### config.mk
export PLATFORM = sky130hd
export DESIGN_NAME = hex_scroll_ctrl
export DESIGN_NICKNAME = d
export VERILOG_FILES = /design/src/rtl/hex_scroll_ctrl_pkg.sv /design/src/rtl/ascii_seg_enc.sv /design/src/rtl/hex_scroll_ctrl.sv
export SDC_FILE = /design/constraint.sdc
export NUM_CORES = 1
export LEC_CHECK = 0
export CORE_ASPECT_RATIO = 1.1
export CORE_UTILIZATION = 43
export DETAILED_ROUTE_END_ITERATION = 6
export GPL_ROUTABILITY_DRIVEN = 0
export GPL_TIMING_DRIVEN = 0
export MAX_ROUTING_LAYER = met4
export PLACE_DENSITY_LB_ADDON = 0.1
export SETUP_SLACK_MARGIN = 0.5
export SYNTH_ARGS = -nofsm -noshare
export SYNTH_HDL_FRONTEND = slang
export SYNTH_HIERARCHICAL = 1
export SYNTH_SLANG_ARGS = --single-unit
### constraint.sdc
create_clock -name clk -period 7.35 [get_ports clk]
set_input_delay 1.47 -clock clk [delete_from_list [all_inputs] [get_ports clk]]
set_output_delay 1.47 -clock clk [all_outputs]
set_load 0.01 [all_outputs]
### src/rtl/hex_scroll_ctrl_pkg.sv
`default_nettype none
// ============================================================================
// Module      : hex_scroll_ctrl_pkg
// Description : Shared types and constants for the scrolling 7-segment display.
// Revision    : 1.0 - initial release
// ============================================================================
package hex_scroll_ctrl_pkg;

    typedef enum logic [1:0] {
        ST_IDLE    = 2'd0,
        ST_CLEAR   = 2'd1,
        ST_REFRESH = 2'd2
    } state_t;

    localparam logic [6:0] SEG_BLANK   = 7'b1111111;
    localparam logic [7:0] ASCII_0     = 8'h30;
    localparam logic [7:0] ASCII_A     = 8'h41;
    localparam logic [7:0] ASCII_SPACE = 8'h20;

endpackage
`default_nettype wire

### src/rtl/ascii_seg_enc.sv
`default_nettype none
// ============================================================================
// Module      : ascii_seg_enc
// Description : ASCII hex digit to active-low 7-segment encoder (combinational).
//               Define HEX_SCROLL_LOWERCASE_EN to also display 'a'-'f'.
// Revision    : 1.0 - initial release
// ============================================================================
module ascii_seg_enc
    import hex_scroll_ctrl_pkg::*;
(
    input  logic [7:0] i_char,
    output logic [6:0] o_seg
);

    logic [7:0] w_ch;

    always_comb begin
        w_ch = i_char;
`ifdef HEX_SCROLL_LOWERCASE_EN
        if ((i_char >= 8'h61) && (i_char <= 8'h66)) begin
            w_ch = i_char - 8'h20;
        end
`endif
    end

    always_comb begin
        o_seg = SEG_BLANK;
        case (w_ch)
            ASCII_0 + 8'd0: o_seg = 7'b1000000;
            ASCII_0 + 8'd1: o_seg = 7'b1111001;
            ASCII_0 + 8'd2: o_seg = 7'b0100100;
            ASCII_0 + 8'd3: o_seg = 7'b0110000;
            ASCII_0 + 8'd4: o_seg = 7'b0011001;
            ASCII_0 + 8'd5: o_seg = 7'b0010010;
            ASCII_0 + 8'd6: o_seg = 7'b0000010;
            ASCII_0 + 8'd7: o_seg = 7'b1111000;
            ASCII_0 + 8'd8: o_seg = 7'b0000000;
            ASCII_0 + 8'd9: o_seg = 7'b0011000;
            ASCII_A + 8'd0: o_seg = 7'b0001000;
            ASCII_A + 8'd1: o_seg = 7'b0000011;
            ASCII_A + 8'd2: o_seg = 7'b1000110;
            ASCII_A + 8'd3: o_seg = 7'b0100001;
            ASCII_A + 8'd4: o_seg = 7'b0000110;
            ASCII_A + 8'd5: o_seg = 7'b0001110;
            default:        o_seg = SEG_BLANK;
        endcase
    end

endmodule
`default_nettype wire

### src/rtl/hex_scroll_ctrl.sv
`default_nettype none
// ============================================================================
// Module      : hex_scroll_ctrl
// Description : Scrolling character buffer driving NUM_DIGITS 7-segment digits
//               through one shared encoder. Option: HEX_SCROLL_LOWERCASE_EN.
// Revision    : 1.0 - initial release
// ============================================================================
module hex_scroll_ctrl
    import hex_scroll_ctrl_pkg::*;
#(
    parameter int         NUM_DIGITS = 6,
    parameter logic [7:0] BLANK_CHAR = hex_scroll_ctrl_pkg::ASCII_SPACE
) (
    input  logic                    clk,
    input  logic                    reset,
    input  logic [7:0]              char_in,
    input  logic                    char_valid,
    output logic                    char_ready,
    input  logic                    clear,
    output logic [7*NUM_DIGITS-1:0] hex,
    output logic                    busy
);

    localparam int IDX_W = (NUM_DIGITS > 1) ? $clog2(NUM_DIGITS) : 1;
    localparam logic [IDX_W-1:0] IDX_LAST = IDX_W'(NUM_DIGITS - 1);

    state_t                  r_state;
    state_t                  w_state_next;
    logic [IDX_W-1:0]        r_idx;
    logic [7:0]              r_buf [NUM_DIGITS];
    logic [7*NUM_DIGITS-1:0] r_hex;
    logic                    w_ready;
    logic                    w_accept;
    logic                    w_clear_go;
    logic [6:0]              w_seg;

    ascii_seg_enc u_enc (
        .i_char (r_buf[r_idx]),
        .o_seg  (w_seg)
    );

    always_ff @(posedge clk or posedge reset) begin
        if (reset) begin
            r_state <= ST_IDLE;
        end else begin
            r_state <= w_state_next;
        end
    end

    always_comb begin
        w_state_next = r_state;
        w_ready      = (r_state == ST_IDLE) && !clear;
        w_accept     = char_valid && w_ready;
        w_clear_go   = (r_state == ST_IDLE) && clear;
        case (r_state)
            ST_IDLE: begin
                if (w_clear_go) begin
                    w_state_next = ST_CLEAR;
                end else if (w_accept) begin
                    w_state_next = ST_REFRESH;
                end
            end
            ST_CLEAR:   w_state_next = ST_REFRESH;
            ST_REFRESH: begin
                if (r_idx == IDX_LAST) begin
                    w_state_next = ST_IDLE;
                end
            end
            default:    w_state_next = ST_IDLE;
        endcase
    end

    // Buffer, refresh index and segment registers; reset also blanks the
    // display so an aborted refresh leaves no partial digits behind.
    always_ff @(posedge clk or posedge reset) begin
        if (reset) begin
            r_idx <= '0;
            r_hex <= '1;
            for (int i = 0; i < NUM_DIGITS; i++) begin
                r_buf[i] <= BLANK_CHAR;
            end
        end else begin
            if (w_clear_go) begin
                for (int i = 0; i < NUM_DIGITS; i++) begin
                    r_buf[i] <= BLANK_CHAR;
                end
                r_idx <= '0;
            end else if (w_accept) begin
                for (int i = 1; i < NUM_DIGITS; i++) begin
                    r_buf[i] <= r_buf[i-1];
                end
                r_buf[0] <= char_in;
                r_idx    <= '0;
            end
            if (r_state == ST_CLEAR) begin
                r_idx <= '0;
            end
            if (r_state == ST_REFRESH) begin
                r_hex[7*r_idx +: 7] <= w_seg;
                r_idx <= (r_idx == IDX_LAST) ? '0 : r_idx + IDX_W'(1);
            end
        end
    end

    assign char_ready = w_ready;
    assign busy       = (r_state != ST_IDLE);
    assign hex        = r_hex;

endmodule
`default_nettype wire

==> results.toml <==
[detailed_routing]
drc = 0
vias = 3796
final_antenna_net_count = 0
drt_pass1_iterations = 5
avgRoutedWirePerCell_um = 15.6
drtIter0Drc = 178
vias_per_cell = 5.29
routed_wl_mm = 11.2

[pwr]
total_power_mw = 2.43
vdd_drop_max_mv = 0.158
power_leakage_nw = 2.68
p_per_area_nw_per_um2 = 406

[yosys]
syn_inst = 498
synth.yosys.warnings = 6
ys_seq_area_frac = 0.499
synthesis.nets = 518
synth_area_um2 = 4890
synth_cell_type_count = 54
ys_async_sr_fraction = 1.00
syn_avg_cell_area_um2 = 9.81
synth_area_leaders = "dfstp_2, dfrtp_1, nand2_1"
ys_ff_latch = 95
ys.flop_type = "dfstp_2"
ys_top_cells_by_count = "nand2_1, dfstp_2, nand3_1"
synth_edf_count = 0
yosys.area.top_type_share = 0.258
synth_top_area_cell = "dfstp_2"
synth_most_common_cell = "nand2_1"

[sta]
tightestPinTransition_ns = 0.976
setup_viol = 0
period_minus_slack_ns = 4.30
tns_ns = 0
fin_skew_ns = 0.0124
relSlewSlack = 0.340
drv_slew = 0
rsz0062_at_grt = "false"
max_freq_mhz = 233
post-route-period-util = 0.584
hold_viol = 0
holdWs_ns = 0.489

[floorplan]
initial_core_util = 0.444
die_w_um = 104
core_um2 = 11000
ios = 56
num_rows = 40
die_h_um = 114
die_area_um2 = 11800

[final_layout]
nets = 585
nFillCells = 1032
final_cells = 717
diodes = 0
synthToLayoutAreaGrowth_pct = 22.4
drive_above_1_share = 0.225
fin_util = 0.543

[worst_setup_path]
reg2reg_to = "hex[37]"
critPathKind = "in2out"
crit_family = "buffers and inverters"
crit_arrival_ns = 2.83
crit_path_start_kind = "input port"
path_max_fanout = 6
max_stage_delay_ns = 0.57
crit_chain = "clkdlybuf4s50_1, nor2_1, clkdlybuf4s50_1"
r2r_start = "r_idx[1]"
crit_buf_inv = 2
rrSetupSlack_ns = 3.90
end_kind = "output port"
slowest_stage = "clkdlybuf4s50_1"
crit_top_cell = "clkdlybuf4s50_1"
crit_required_ns = 5.88
r2r_cells = 11

[placement]
place_hpwl_mm = 8.13
place_inst = 701
port_buffers = 55

[global_route]
grt_usage = 0.206
grt_max_degree = 51
grt_pass1_wl_mm = 18.7
antenna_found_initial = 0
grt_overflow = 0
grt_pass1_vias = 3598

[clock_network]
cts_tree = "yes"
ctsResizeCount = 0
cts_sinks = 95
clk_path_buf_depth = 2
postCtsHoldBufs = 0
clock_latency_ns = 0.34
cts-root-buf = "clkbuf_16"
cts_buffers = 9
htree_levels = 3
clk_pin_slew_ns = 0.06
postCtsSetupBuffers = 0

[hold_path]
hold_depth = 2
hold_path_startpoint = "r_buf[5]"
hp-class = "reg2reg"
whs_endpoint = "r_buf[5]"

[outcome]
status = "finished, final reports clean"

[job]
cap_viol_max_count = 0
worst max path at each step:
stage	cells after the start	slack, ns	from	end
CTS	3	3.07	clear	char_ready
detailed placement	3	3.08	clear	char_ready
floorplan	1	3.48	reset	r_buf[0]
global placement	2	2.00	reset	r_buf[31]
global route	3	3.02	clear	char_ready
finish	3	3.05	clear	char_ready
routing by layer:
metal  track usage  part of all wire
met5             -                 0
met1         0.261              0.46
met4        0.0638             0.012
met2         0.346              0.50
met3        0.0286             0.033
state kept, by name, summed over array words and instances, names as in the netlist:
signal,count
hex,42
r_idx,3
r_buf,48
r_state,2
through the flow:
stage | setup WS [ns] | instance area, µm²
after floorplan | 3.48 | 4890
after global placement | 2.00 | 5620
after detailed placement | 3.08 | 5650
after CTS | 3.07 | 5980
after global routing | 3.02 | 5980
final | 3.05 | 5980
placed cells by master, fill, tap and decap left out, types with 3 or more instances in the layout:
master / instances
a21oi_1: 6
nand2_1: 119
o32a_1: 4
clkdlybuf4s50_1: 55
o31ai_1: 14
mux2_2: 33
nor2_1: 9
inv_1: 15
nor3_1: 3
o21ai_0: 23
dfstp_2: 48
clkbuf_2: 3
dfrtp_1: 47
mux2i_1: 23
clkbuf_16: 9
nand2b_1: 7
o22ai_1: 4
ha_1: 8
buf_2: 16
nand3_1: 48
clkbuf_1: 14
and3_1: 7
o221ai_1: 5
power by group:
group,total (mW),internal (mW),leakage (nW),switching (mW)
logic,1.07,0.482,1.37,0.585
registers,0.847,0.748,1.15,0.0987
clock network,0.513,0.317,0.166,0.196
kinds of logic (layout without fill, tap and decap cells):
kind of cell | count (synthesis) | after routing | share of synthesized area
compound gates | 76 | 76 | 0.107
mux | 56 | 56 | 0.123
simple gates | 210 | 210 | 0.200
buf+inv | 52 | 124 | 0.0479
xor+xnor | 1 | 1 | 0.00333
flops | 95 | 95 | 0.499
fa+ha+maj | 8 | 8 | 0.0205
worst reg2reg max path, stage by stage (launching register included):
cell      delay [ns]
dfrtp_1         0.52
buf_2           0.35
mux2i_1         0.27
o32a_1          0.16
o21ai_0         0.25
buf_2           0.29
nor2b_1         0.17
nand2_1         0.07
nand2_1         0.05
a311oi_1        0.79
and3_1          0.30
mux2_2          0.16
cell type report:
cell class / count / area, µm² / share of cell area
timing repair buffer: 56 / 578 / 0.0966
inverter: 16 / 62.6 / 0.0105
tap: 147 / 184 / 0.0307
multi-input combinational: 351 / 2210 / 0.370
clock inverter: 5 / 78.8 / 0.0132
sequential: 95 / 2440 / 0.407
clock buffer: 11 / 253 / 0.0423
buffer: 36 / 174 / 0.0291
No activity file was read; power rests on OpenSTA's default activity.
